`config.mk`:
```
export PLATFORM = sky130hd
export DESIGN_NAME = seqdet_param
export DESIGN_NICKNAME = d
export VERILOG_FILES = /design/src/rtl/seqdet_param.sv
export SDC_FILE = /design/constraint.sdc
export NUM_CORES = 1
export LEC_CHECK = 0
export CORE_ASPECT_RATIO = 0.9
export CORE_UTILIZATION = 48
export DETAILED_ROUTE_END_ITERATION = 8
export PLACE_DENSITY = 0.87
export SYNTH_ARGS = -nofsm -noshare
export SYNTH_HDL_FRONTEND = slang
export SYNTH_SLANG_ARGS = --single-unit
```
`constraint.sdc`:
```
create_clock -name clock -period 2.5 [get_ports clock]
set_input_delay 0.625 -clock clock [delete_from_list [all_inputs] [get_ports clock]]
set_output_delay 0.625 -clock clock [all_outputs]
set_load 0.01 [all_outputs]
```
`src/rtl/seqdet_param.sv`:
```
// Runtime-configurable serial pattern detector: compares the newest len accepted bits
// against the active pattern, pulses found_flag on each match and counts matches.
module seqdet_param #(
   parameter int MAX_LEN = 8,
   parameter int LEN_W   = $clog2(MAX_LEN + 1),
   parameter int CNT_W   = 8
) (
   input  logic               clock,
   input  logic               reset_n,
   input  logic               cfg_we,
   input  logic [MAX_LEN-1:0] cfg_pattern,
   input  logic [LEN_W-1:0]   cfg_len,
   input  logic               cfg_overlap,
   input  logic               cnt_clr,
   input  logic               data_valid,
   input  logic               data_in,
   output logic               found_flag,
   output logic [CNT_W-1:0]   match_count,
   output logic               cfg_err
);
   localparam logic [LEN_W-1:0]   MAX_LEN_L = LEN_W'(MAX_LEN);
   localparam logic [MAX_LEN-1:0] DEF_PAT   = MAX_LEN'(4'b1101);
   localparam logic [LEN_W-1:0]   DEF_LEN   = LEN_W'(4);

   typedef enum logic [1:0] {IDLE, FILLING, ARMED} state_t;

   state_t             state, state_nx;
   logic [MAX_LEN-1:0] pat_act;
   logic [LEN_W-1:0]   len_act;
   logic               ovl_act;
   // The incoming bit always completes the compare window, so only MAX_LEN-1 older bits are kept.
   logic [MAX_LEN-2:0] hist;
   logic [MAX_LEN-1:0] hist_nx;
   logic [LEN_W-1:0]   fill, fill_inc, fill_nx;
   logic               cfg_ok, cfg_bad, accept, armed, match;

   function automatic logic [LEN_W-1:0] sat_fill(input logic [LEN_W-1:0] f);
      return (f >= MAX_LEN_L) ? MAX_LEN_L : f + LEN_W'(1);
   endfunction

   function automatic logic [CNT_W-1:0] sat_cnt(input logic [CNT_W-1:0] c);
      return (&c) ? c : c + CNT_W'(1);
   endfunction

   function automatic logic [MAX_LEN-1:0] len_mask(input logic [LEN_W-1:0] l);
      logic [MAX_LEN-1:0] m;
      m = '0;
      for (int i = 0; i < MAX_LEN; i++) m[i] = (LEN_W'(i) < l);
      return m;
   endfunction

   always_comb begin
      cfg_ok   = cfg_we && (cfg_len != '0) && (cfg_len <= MAX_LEN_L);
      cfg_bad  = cfg_we && !cfg_ok;
      accept   = data_valid && !cfg_ok;
      hist_nx  = {hist, data_in};
      fill_inc = sat_fill(fill);
      armed    = (state == ARMED) || (fill_inc == len_act);
      match    = accept && armed &&
                 (((hist_nx ^ pat_act) & len_mask(len_act)) == '0);
      state_nx = state;
      fill_nx  = fill;
      if (cfg_ok) begin
         state_nx = IDLE;
         fill_nx  = '0;
      end else if (accept) begin
         if (match && !ovl_act) begin
            state_nx = IDLE;
            fill_nx  = '0;
         end else begin
            fill_nx  = fill_inc;
            state_nx = armed ? ARMED : FILLING;
         end
      end
   end

   // Registered state, config and outputs
   always_ff @(posedge clock or negedge reset_n) begin
      if (!reset_n) begin
         state       <= IDLE;
         fill        <= '0;
         hist        <= '0;
         pat_act     <= DEF_PAT;
         len_act     <= DEF_LEN;
         ovl_act     <= 1'b1;
         found_flag  <= 1'b0;
         cfg_err     <= 1'b0;
         match_count <= '0;
      end else begin
         state      <= state_nx;
         fill       <= fill_nx;
         found_flag <= match;
         cfg_err    <= cfg_bad;
         if (cfg_ok) begin
            pat_act <= cfg_pattern;
            len_act <= cfg_len;
            ovl_act <= cfg_overlap;
            hist    <= '0;
         end else if (accept) begin
            hist <= hist_nx[MAX_LEN-2:0];
         end
         if (cnt_clr)    match_count <= '0;
         else if (match) match_count <= sat_cnt(match_count);
      end
   end
endmodule

```
==> reports/results.ini <==
[outcome]
outcome = complete, but fails checks
violations = setup timing

[final_layout]
postLayoutCellArea_mm2 = 0.00275
fin_nets = 290
layout_commonest_cell = nand2_1
layout_common_cells = nand2_1 (41), dfrtp_1 (31), clkdlybuf4s50_1 (28), buf_4 (25), nor2_1 (19)
diodes = 0
final_layout_size_suffix_gt1_share_pct = 27.1
area_delta_synth_final_pct = 42.4
final_core_util_pct = 72.7
fill_cells = 251

[setup_path]
crit_type = reg2reg
cp_max_fo = 5
required_ps = 2710
ff2ff_path_depth = 9
end_kind = flip-flop
worstPathArrival_ps = 2820
reg2reg_setup_slack_ps = -110
cp-start-kind = flip-flop

[floorplanning]
initial_utilization_pct = 51.0
pin_count = 29
dieHeight_um = 62.2
die_w_um = 68.9
fp-row-count = 21
core_mm2 = 0.00378
die-area_mm2 = 0.00428

[logic_synthesis]
ys_seq_area_share_pct = 47.0
synth_edf_count = 0
synth-warning-count = 0
syn_inst = 211
syn_avg_cell_area_um2 = 9.15
ys_types = 44
ys_ff_latch = 36
netlist_area_mm2 = 0.00193
synthFlopType = dfrtp_1
async_reset_ff_share_pct = 100
syn_nets = 233

[placed_design]
dp_hpwl_um = 3240
portBuffers = 28
place_congestion = 0.850
dpl_cell_area_mm2 = 0.00244

[timing]
relSlewSlack_pct = 56.6
layout_min_cycle_time_ps = 2610
finalHoldViolations = 0
finalCritPeriodShare_pct = 104
setup_viol = 9
fmaxAchievable_ghz = 0.384
rsz0062_at_grt = true
finalClockSkew_ps = 6.37
drv_slew = 0
tightest_slew_ps = 648
setup_slack_ps = -105

[clock_tree]
cts_tree = yes
cts-buffers-inserted = 5
cts_root_buf = clkbuf_8
clock_sinks = 36
insertion_delay_ps = 290
htree_levels = 2
clk_pin_slew_ps = 70
cts.path.max_buffers = 2

[drt]
vias = 1824
wl_per_cell_um = 16.4
vias_per_cell = 5.79
ant_nets = 0
drtIter0Drc = 130
drc = 0
totalWireLength_um = 5180
drt-pass1-iter-count = 5

[global_routing]
grt_max_degree = 37
gr-total-overflow = 0
first_global_vias = 1840
grt_pass1_wl_um = 8670
antenna_found_initial = 0
grt.total_usage_pct = 27.4

[min_path]
whs_path_depth = 2
hp-class = reg2reg

[power]
ir_drop_v = 0.000440
power.leakage_uw = 0.00122
p_per_area_mw_per_mm2 = 654

[run]
cap_violations = 0

-- state kept, by name, summed over array words and instances, names as in the netlist --
signal       count
hist             7
state            2
cfg_err          1
match_count      8
pat_act          8
fill             4
found_flag       1
len_act          4
ovl_act          1
-- per-layer routing --
metal / GRT usage [%] / wire length, um / share of wire, %
met1: 37.6 / 2190 / 42
met2: 41.3 / 2570 / 50
met3: 6.25 / 284 / 5.5
met4: 11.2 / 133 / 2.6
met5: 0 / 0 / 0
-- cell type report --
cell class / count / area [um^2] / area share [%]
Inverter: 9 / 33.8 / 1.23
Tap cell: 46 / 57.6 / 2.09
Multi-Input combinational cell: 155 / 1090 / 39.8
Sequential cell: 36 / 907 / 33.0
Clock buffer: 5 / 68.8 / 2.50
Timing Repair Buffer: 61 / 546 / 19.8
Clock inverter: 3 / 42.5 / 1.55
-- synthesized netlist by cell type (2+ instances only) --
master / instances / area share, %
a21oi_1: 10 / 2.6
a221oi_1: 2 / 0.91
buf_1: 3 / 0.58
buf_2: 2 / 0.52
clkbuf_1: 5 / 0.97
dfrtp_1: 31 / 40
dfstp_2: 5 / 6.8
ha_1: 3 / 1.9
inv_1: 9 / 1.7
mux2i_1: 9 / 4.7
nand2_1: 41 / 8.0
nand2b_1: 2 / 0.65
nand3_1: 5 / 1.3
nand4_1: 2 / 0.65
nor2_1: 20 / 3.9
nor2b_1: 4 / 1.3
nor3_1: 2 / 0.52
nor4_1: 2 / 0.65
o21ai_0: 6 / 1.6
o31ai_1: 7 / 2.7
or3_1: 5 / 1.6
or4_1: 6 / 2.3
xnor2_1: 4 / 1.8
xor2_1: 6 / 2.7
-- cell families after synthesis --
group	synth area share, %
AO/OA/AOI/OAI	13.1
adder cells (fa/ha/maj)	1.94
multiplexers	5.83
buffers and inverters	4.41
XOR/XNOR	4.54
flip-flops	47.0
AND/OR/NAND/NOR	23.2
-- power breakdown --
part | internal, uW | switching (uW)
Clock | 295 | 212
Sequential | 654 | 62.2
Combinational | 284 | 291
-- stage by stage --
step	instances	setup TNS, ps	worst slack [ps]	power, uW	hold slack, ps
after floorplan	211	-287	-108	986	329
after detailed placement	300	-5590	-578	1170	458
after global placement	300	-4970	-430	1150	455
final	315	-681	-105	1800	467
after global routing	315	-1510	-184	1880	483
after CTS	315	-547	-105	1760	468
-- final timing paths --
path | startpoint | end
min in group asynchronous | reset_n | match_count[0]
worst max-delay path | fill[1] | match_count[2]
worst min-delay path | pat_act[2] | pat_act[2]
worst min register to register | pat_act[2] | pat_act[2]
max in group asynchronous | reset_n | pat_act[3]
worst max register to register | fill[1] | match_count[2]
-- repair_timing --
item / 4_1_cts / 5_1_grt
cloned: 2 / 0
pin swaps: 6 / 3
hold buffers: 0 / 0
hold endpoints to repair: 0 / 0
endpoints found under the setup margin: 13 / 13
buffers inserted: 5 / 0
resized for setup: 20 / 15
-- critical path, stage by stage, from the launching register on --
cell      delay (ps)
dfrtp_1          380
inv_2             50
ha_4             270
and3b_1          160
a211oi_1          50
o31a_1           280
or4_4            560
buf_6            160
or4_4            480
a21oi_2          140
(Power assumes the default switching activity.)
